### config.mk
export PLATFORM = sky130hd
export DESIGN_NAME = ctrn_flat
export DESIGN_NICKNAME = d
export VERILOG_FILES = /design/src/rtl/ctrn_if.sv /design/src/rtl/ctrn.sv /design/src/flat_wrapper.sv
export SDC_FILE = /design/constraint.sdc
export NUM_CORES = 1
export LEC_CHECK = 0
export CAP_MARGIN = 20
export CORE_ASPECT_RATIO = 0.75
export CORE_MARGIN = 2
export CORE_UTILIZATION = 51
export DETAILED_ROUTE_END_ITERATION = 7
export GPL_TIMING_DRIVEN = 0
export HOLD_SLACK_MARGIN = 0.06
export PLACE_DENSITY = 0.77
export SLEW_MARGIN = 20
export SYNTH_ARGS = -nofsm -noshare
export SYNTH_HDL_FRONTEND = slang
export SYNTH_SLANG_ARGS = --single-unit
export TNS_END_PERCENT = 5
### constraint.sdc
create_clock -name clk -period 3.6 [get_ports clk]
set_clock_uncertainty 0.1 [all_clocks]
set_input_delay 0.54 -clock clk [delete_from_list [all_inputs] [get_ports clk]]
set_output_delay 0.54 -clock clk [all_outputs]
set_load 0.1 [all_outputs]
### src/rtl/ctrn_if.sv
// Control/status bundle for the ctrn step counter: step/load inputs toward the counter, count and flags back.
// Master drives en/mode/x/clr_ovf; slave (the counter) drives y/tc/ovf.
interface ctrn_if #(
    parameter int WIDTH = 8
);
    logic             en;
    logic [1:0]       mode;
    logic [WIDTH-1:0] x;
    logic             clr_ovf;
    logic [WIDTH-1:0] y;
    logic             tc;
    logic             ovf;

    modport master (
        output en, mode, x, clr_ovf,
        input  y, tc, ovf
    );

    modport slave (
        input  en, mode, x, clr_ovf,
        output y, tc, ovf
    );
endinterface

### src/rtl/ctrn.sv
// Modulo-(MAX+1) step counter: up/down by clamped x, load, hold; tc pulse and sticky ovf. CTRN_SAT_EN selects saturating.
// Latency: 1 cycle, all outputs registered, no input-to-output combinational path.
// No backpressure: every enabled edge is consumed; en=0 holds state.
module ctrn #(
    parameter int WIDTH = 8,
    parameter int MAX   = 2**WIDTH - 1
) (
    input  logic    clk,
    input  logic    reset,
    ctrn_if.slave   bus
);
    localparam logic [WIDTH:0]   L_MAX   = (WIDTH+1)'(MAX);
    localparam logic [WIDTH-1:0] L_MAX_N = WIDTH'(MAX);
`ifndef CTRN_SAT_EN
    // MAX+1 may equal 2**WIDTH; modulo-2**WIDTH arithmetic still lands on the right residue.
    localparam logic [WIDTH-1:0] L_MOD_N = WIDTH'(MAX + 1);
`endif

    logic [WIDTH-1:0] r_y;
    logic             r_tc;
    logic             r_ovf;

    logic [WIDTH-1:0] w_xs;
    logic [WIDTH:0]   w_sum;
    logic [WIDTH-1:0] w_y_nxt;
    logic             w_tc_nxt;

    assign w_xs  = ({1'b0, bus.x} > L_MAX) ? L_MAX_N : bus.x;
    assign w_sum = {1'b0, r_y} + {1'b0, w_xs};

    always_comb begin
        w_y_nxt  = r_y;
        w_tc_nxt = 1'b0;
        if (bus.en) begin
            case (bus.mode)
                2'b01: begin
                    if (w_sum > L_MAX) begin
`ifdef CTRN_SAT_EN
                        w_y_nxt  = L_MAX_N;
`else
                        w_y_nxt  = r_y + w_xs - L_MOD_N;
`endif
                        w_tc_nxt = 1'b1;
                    end else begin
                        w_y_nxt  = w_sum[WIDTH-1:0];
                    end
                end
                2'b10: begin
                    if (w_xs > r_y) begin
`ifdef CTRN_SAT_EN
                        w_y_nxt  = '0;
`else
                        w_y_nxt  = r_y + L_MOD_N - w_xs;
`endif
                        w_tc_nxt = 1'b1;
                    end else begin
                        w_y_nxt  = r_y - w_xs;
                    end
                end
                2'b11:   w_y_nxt = w_xs;
                default: w_y_nxt = r_y;
            endcase
        end
    end

    always_ff @(posedge clk) begin
        if (reset) begin
            r_y   <= '0;
            r_tc  <= 1'b0;
            r_ovf <= 1'b0;
        end else begin
            r_y  <= w_y_nxt;
            r_tc <= w_tc_nxt;
            // A wrap on the same edge as clr_ovf keeps the flag set.
            if (w_tc_nxt)
                r_ovf <= 1'b1;
            else if (bus.clr_ovf)
                r_ovf <= 1'b0;
        end
    end

    assign bus.y   = r_y;
    assign bus.tc  = r_tc;
    assign bus.ovf = r_ovf;
endmodule

### src/flat_wrapper.sv
// flat-port wrapper written by rule: the top's interface ports become plain ports
module ctrn_flat 
#(
    parameter int WIDTH = 8,
    parameter int MAX   = 2**WIDTH - 1
)
  (clk, reset, bus_en, bus_mode, bus_x, bus_clr_ovf, bus_y, bus_tc, bus_ovf);
  ctrn_if #(.WIDTH(WIDTH)) bus_i ();
  input  logic clk;
  input  logic reset;
  input wire logic [$bits(bus_i.en)-1:0] bus_en;
  input wire logic [$bits(bus_i.mode)-1:0] bus_mode;
  input wire logic [$bits(bus_i.x)-1:0] bus_x;
  input wire logic [$bits(bus_i.clr_ovf)-1:0] bus_clr_ovf;
  output wire logic [$bits(bus_i.y)-1:0] bus_y;
  output wire logic [$bits(bus_i.tc)-1:0] bus_tc;
  output wire logic [$bits(bus_i.ovf)-1:0] bus_ovf;
  assign bus_i.en = bus_en;
  assign bus_i.mode = bus_mode;
  assign bus_i.x = bus_x;
  assign bus_i.clr_ovf = bus_clr_ovf;
  assign bus_y = bus_i.y;
  assign bus_tc = bus_i.tc;
  assign bus_ovf = bus_i.ovf;
  ctrn #(.WIDTH(WIDTH), .MAX(MAX)) u_core (.clk(clk), .reset(reset), .bus(bus_i));
endmodule
# After elaboration in Yosys (flattened, before gate mapping)
# Index checks and enable logic that the tools add are counted.
# classes
addsub,3
mux,8
n_eq_ne,3
n_reduce_logical,3
order_cmp,2
# ops
cell,count
8-bit one-hot mux with 3 select lines,1
8-bit by 8-bit adder with 9-bit output,1
"9-bit by 8-bit greater-than comparator with 1-bit output, second input constant",1
8-bit adder,1
8-bit greater-than comparator,1
8-bit two-way mux,1
8-bit subtractor,1
1-bit two-way mux,5
"2-bit == test, second input constant",2
3-bit nonzero test,1
"2-bit by 1-bit == test with 1-bit output, second input constant",1
1-bit one-hot mux with 2 select lines,1
2-bit AND reduction,1
2-bit nonzero test,1
# totals
elab_cells,22
register_bits,10
output_inout_bits,10
inputBits,14

# Depth between registers and ports, before layout
# depth
depth_word,6
ltp_mapped,9
ltp_nobuf,9

# Least setup slack after synthesis
# Ideal clock, no wire load.
# synth_timing
kind,register to register
from,"register u_core.r_y[0], in the netlist u_core.bus.y[0]"
to,"register u_core.r_y[6], in the netlist u_core.bus.y[6]"
required_ns,3.366
setup_ns,0.134
path_stages_with_launch,9
t_arrival_ns,2.477
setup_slack_ns,0.889
path_buffers,0
period_less_slack_ns,2.711
cell_sequence,dfxtp_1 > ha_1 > inv_1 > fa_1 > o21bai_2 > nand3b_1 > and4_1 > a2111oi_2 > a211oi_2
# synth_via
elab_chain_cells,4
elab_cells_between_ends,6
cone_classes,3 x add/sub; 1 x order compare; 2 x mux
# synth_rtl
element,line,source
start: declaration,ctrn.sv:19,logic [WIDTH-1:0] r_y;
start signal: assignment,ctrn.sv:72,r_y <= w_y_nxt;
8-bit by 8-bit adder with 9-bit output,ctrn.sv:29,"assign w_sum = {1'b0, r_y} + {1'b0, w_xs};"
9-bit by 8-bit greater-than comparator with 1-bit output,ctrn.sv:37,if (w_sum > L_MAX) begin
8-bit two-way mux,ctrn.sv:37,
8-bit one-hot mux with 3 select lines (*),ctrn.sv:35,case (bus.mode)
# Every way passes the cells marked *; elsewhere a longest branch is shown, timed or not.
# A chain may end at the register's enable or synchronous reset.

# Worst setup path after layout
# layout_timing
from,input port bus_x[0]
to,"register u_core.r_y[6], in the netlist u_core.bus.y[6]"
# layout_via
elab_chain_cells,4
elab_cells_between_ends,6
cone_classes,3 x add/sub; 1 x order compare; 2 x mux
# layout_rtl
element,line,source
start: declaration,flat_wrapper.sv:13,input wire logic [$bits(bus_i.x)-1:0] bus_x;
8-bit by 8-bit adder with 9-bit output,ctrn.sv:29,
9-bit by 8-bit greater-than comparator with 1-bit output,ctrn.sv:37,
8-bit two-way mux,ctrn.sv:37,
8-bit one-hot mux with 3 select lines (*),ctrn.sv:35,
# Marks and branches as above.

==> impl_metrics.py <==
metrics = {
    "route": {
        "viasPerCell": 5.76,
        "via_count": 1331,
        "wl_per_cell_um": 15.5,
        "drc": 0,
        "wirelength_um": 3580,
        "drtIter0Drc": 48,
        "drt.antenna.violating_nets": 0,
        "drt_pass1_iterations": 4,
    },
    "pwr": {
        "ir_worst_vdd_v": 0.000214,
        "p_per_area_nw_per_um2": 330,
        "p_leak_uw": 0.000756,
    },
    "final_layout": {
        "nets": 232,
        "diodes": 0,
        "area_delta_synth_final_pct": 22.6,
        "final_area_um2": 1690,
        "drive_gt1_share_pct": 13.3,
        "layout_common_cells": "clkdlybuf4s50_1 (23), ha_1 (20), inv_1 (19)",
        "final_common_cell": "clkdlybuf4s50_1",
    },
    "flow_run": {
        "cap_violations": 0,
    },
    "timing": {
        "maxSlewViolCount": 0,
        "relSlewSlack_pct": 34.5,
        "max_freq_mhz": 382,
        "post-route-period-util_pct": 72.6,
        "hold_viol": 0,
        "grt_setup_unrepaired": "false",
        "min_period_ns": 2.61,
        "worst_slew_pin_slew_ns": 0.980,
        "holdWs_ns": 0.370,
        "setup_viol": 0,
        "finalSetupTns_ns": 0,
    },
    "cts": {
        "h-tree-depth": 1,
        "ctsResizeCount": 0,
        "postCtsSetupRepairBufs": 0,
        "cts_tree": "yes",
        "cts_hold_buf": 0,
        "clk_pin_slew_ns": 0.08,
        "insertion_delay_ns": 0.29,
        "clock-sinks": 10,
        "root_buffer": "clkbuf_4",
        "clk_path_buf_depth": 2,
        "cts_buffers": 3,
    },
    "synthesis": {
        "synth-async-reset-ratio_pct": 0,
        "ys.flop_type": "dfxtp_1",
        "ys_warn_count": 0,
        "synth_top_cell_area_share_pct": 18.1,
        "syn_nets": 204,
        "ys_types": 51,
        "synth-seq-cells": 10,
        "netlist_top_cells_area": "ha_1 (18%), dfxtp_1 (14%), inv_1 (5.2%), a21oi_1 (4.7%), buf_6 (4.1%)",
        "synth_edf_count": 0,
        "synth_top_area_cell": "ha_1",
        "yosysSeqAreaShare_pct": 14.5,
        "netlist_area_um2": 1380,
        "netlist_instances": 168,
        "syn_avg_cell_area_um2": 8.22,
    },
    "critical_path": {
        "worstSetupPathType": "in -> reg",
        "cp-end-kind": "flip-flop",
        "r2r-start": "u_core.bus.y[1]",
        "critical_path.startpoint": "bus_x[0]",
        "critPathArrivalTime_ns": 2.68,
        "crit_path_max_incr_delay_ns": 0.52,
        "cp.required_ns": 3.67,
        "path_cells": "clkdlybuf4s50_1, ha_1, inv_1, fa_1, o21bai_2, nand3b_1, and4_1, a2111oi_2, a211oi_2",
        "slowest_stage": "clkdlybuf4s50_1",
        "cp_top_family": "adder cells",
        "worst_setup_path_start_kind": "primary input",
        "path_buf_inv": 2,
        "cp_max_fo": 3,
    },
    "floorplanning": {
        "start_util_pct": 53.5,
        "coreArea_um2": 2580,
        "chipHeight_um": 49.1,
        "die_area_um2": 3150,
        "ioPinCount": 24,
        "rows": 16,
        "die_w_um": 64.1,
    },
    "placed_design": {
        "gp_congestion": 0.901,
        "io_buffer_count": 23,
        "place_hpwl_um": 2650,
        "placed_area_um2": 1660,
    },
    "global_route": {
        "antenna_found_initial": 0,
        "grt_pass1_vias": 1296,
        "grt_pass1_wl_um": 6090,
        "grt_start_max_net_pins": 11,
        "globalRouteTotalUtil_pct": 25.3,
        "overflow": 0,
    },
    "outcome": {
        "status": "completed",
    },
    "min_path": {
        "hold_class": "reg -> reg",
        "min-delay-start": "u_core.bus.ovf",
    },
}
-- worst min-delay path, stage by stage, from the launching register on --
cell     delay [ns]
dfxtp_1        0.32
nand2_1        0.06
o21ai_1        0.05
-- synth_stat cells (all sizes together), types with 2 or more instances --
library cell and count:
xor2 2, ha 20, nor3b 3, nor2b 3, fa 2, inv 20, buf 9, a211oi 8
o31ai 2, nand3 5, dfxtp 10, a221oi 3, nand2 6, o2111ai 2, nor3 7, a21o 4
nand2b 2, nor2 15, xnor2 2, and2b 2, o21ai 6, nand3b 3, a21oi 14
-- path summary, 6_finish.rpt --
kind	end	slack [ns]	depth (start not counted)
max	u_core.bus.y[6]	0.99	9
min	u_core.bus.ovf	0.37	2
max reg2reg	u_core.bus.y[6]	1.39	7
min reg2reg	u_core.bus.ovf	0.37	2
-- layout make-up --
class,instances,area (µm²)
Inverter,20,75.1
Fill cell,222,890
Buffer,9,83.8
Sequential cell,10,200
Multi-Input combinational cell,129,1020
Tap cell,36,45.0
Clock buffer,4,36.3
Timing Repair Buffer,23,230
-- stage by stage --
step                total power, µW  cells  utilization, %  setup slack (ns)
finish                          559    231            65.6             0.985
global route                    595    231            65.6             0.905
CTS                             564    231            65.6             0.997
detailed placement              445    227            64.1             0.709
global placement                437    227            64.1             0.755
floorplan                       372    168               -             0.889
-- report_power, final --
group / internal, µW / switching (µW)
logic: 117 / 199
clock network: 61.7 / 50.8
registers: 121 / 11.1
total: 299 / 261
-- registers in the layout, indices dropped and copies added, names as in the netlist --
register        flops
u_core.bus.tc       1
u_core.bus.ovf      1
u_core.bus.y        8
-- cell families after synthesis --
group | count (synthesis) | share of synthesized area (%)
flip-flops | 10 | 14.5
adder cells (fa/ha/maj) | 22 | 21.0
buffers and inverters | 29 | 11.5
XOR/XNOR | 4 | 2.54
AND/OR/NAND/NOR | 52 | 21.8
AO/OA/AOI/OAI | 51 | 28.6
-- routing by layer --
metal | up-vias | part of all wire, % | track usage (%)
li1 | 661 | - | -
met1 | 631 | 47 | 32.7
met2 | 34 | 46 | 42.5
met3 | 5 | 5.5 | 5.54
met4 | 0 | 0.98 | 7.09
met5 | - | 0 | 0
Note: power is estimated with default switching activity, not from simulation.
==> patch: new RTL, same settings <==
Reset style: asynchronous (`reset`), changed in one clocked block.
--- a/src/rtl/ctrn.sv
+++ b/src/rtl/ctrn.sv
@@ -65,3 +65,3 @@
 
-    always_ff @(posedge clk) begin
+    always_ff @(posedge clk or posedge reset) begin
         if (reset) begin
Behaviour: differs if reset is asserted again (counterexample within 4 cycles, from zero or initial values and one cycle with reset high); with reset held inactive, the same outputs for 10 cycles.
==> patch against the unedited design <==
Critical path depth unchanged; routed wire length up 1.2%; setup slack worse by 260 ps; sequential cell count unchanged; area after synthesis down 4.1%; design area down 3.5%; highest routed layer unchanged.
Power is not compared: it rests on default switching activity, and its combinational part moved more than twofold at a synthesized area within 25%.
==> patch: results (changes against the unedited design) <==
| Metric | Value |
|---|---|
| Tightest Pin Transition | `980 ps (+0.175 ps)` |
| Status | `finished clean` |
| WL met3 | `341 um (+74%)` |
| Leakage | `0.734 nW` |
| Ranking of synthesized cells by area | `dfrtp_1 19%, ha_1 19%, inv_1 5.4%` |
| Met1 WL | `1.64 mm (-3.0%)` |
| Critical R2R Launch | `u_core.bus.y[1]` |
| Maximum fanout along the worst path | `3 (unchanged)` |
| Routed length on met2 | `1.61 mm (-2.6%)` |
| Met2 Use GR | `0.437 (+0.0112)` |
| Distinct cells, synth | `44 (-14%)` |
| Crit path DAT | `3000 ps (+320 ps)` |
| DR vias | `1320 (-0.83%)` |
| # fillers | `219 (-1.4%)` |
| Met3 Track Usage GR | `0.0624 (+0.00693)` |
| Mapped Nets | `203 (-0.49%)` |
| HPWL Detailed | `2.79 mm (+5.3%)` |
| N_diodes | `0 (unchanged)` |
| Layout cells sized above 1 | `0.0619 (-0.0715)` |
| Syn. warnings | `0 (unchanged)` |
| R2R Setup Slk | `1070 ps (-320 ps)` |
| Hold_ws | `402 ps (+31.8 ps)` |
| Synth Instances | `167 (-0.60%)` |
| GR Util All Layers | `0.262 (+0.00843)` |
| GRT met1 Usage | `0.350 (+0.0226)` |
| Post-synthesis sequential area ratio | `0.189 (+0.0439)` |
| Post-synth ARST share | `1.00 (+1.00)` |
| Critical path endpoint | `u_core.bus.ovf` |
| Top cells by count, synth | `20 x ha_1, 19 x inv_1, 15 x nand2_1` |
| Synth Flop Type | `dfrtp_1` |
| Placer Congestion | `0.877 (-2.6%)` |
| H-tree Lvls | `1 (unchanged)` |
| Reg2Reg Depth | `7 (unchanged)` |
patch: power by group:
| group | total (mW) | internal, mW | switching (mW) | leakage (nW) |
|---|---|---|---|---|
| clock network | 0.110 | 0.0616 | 0.0481 | 0.0210 |
| registers | 0.195 | 0.150 | 0.0447 | 0.119 |
| logic | 0.930 | 0.304 | 0.625 | 0.594 |
patch: final cells by class:
class / instances / area share
Clock buffer: 4 / 0.0222
Timing Repair Buffer: 23 / 0.141
Tap cell: 34 / 0.0260
Sequential cell: 10 / 0.153
Buffer: 8 / 0.0245
Multi-Input combinational cell: 130 / 0.590
Inverter: 19 / 0.0436
patch: worst min path at each step:
stage,start,to,cells after the start
2_1_floorplan,reset,u_core.bus.ovf,1
3_3_place_gp,u_core.bus.ovf,u_core.bus.ovf,1
3_5_place_dp,u_core.bus.ovf,u_core.bus.ovf,1
4_1_cts,u_core.bus.ovf,u_core.bus.ovf,1
5_1_grt,u_core.bus.ovf,u_core.bus.ovf,1
6_report,u_core.bus.ovf,u_core.bus.ovf,1
patch: metrics by stage:
stage	util	power, mW	setup WS [ps]	cell area [um^2]
after floorplan	-	0.901	651	1330
after global placement	0.670	1.08	494	1600
after detailed placement	0.670	1.11	480	1600
after CTS	0.686	1.22	761	1630
after global routing	0.686	1.32	667	1630
final	0.686	1.23	722	1630
patch: cell families after synthesis:
family          count (synthesis)  share of synthesized area
compound gates                 49                      0.264
xor+xnor                        6                     0.0397
fa+ha+maj                      22                      0.219
buf+inv                        27                     0.0840
flops                          10                      0.189
simple gates                   53                      0.204
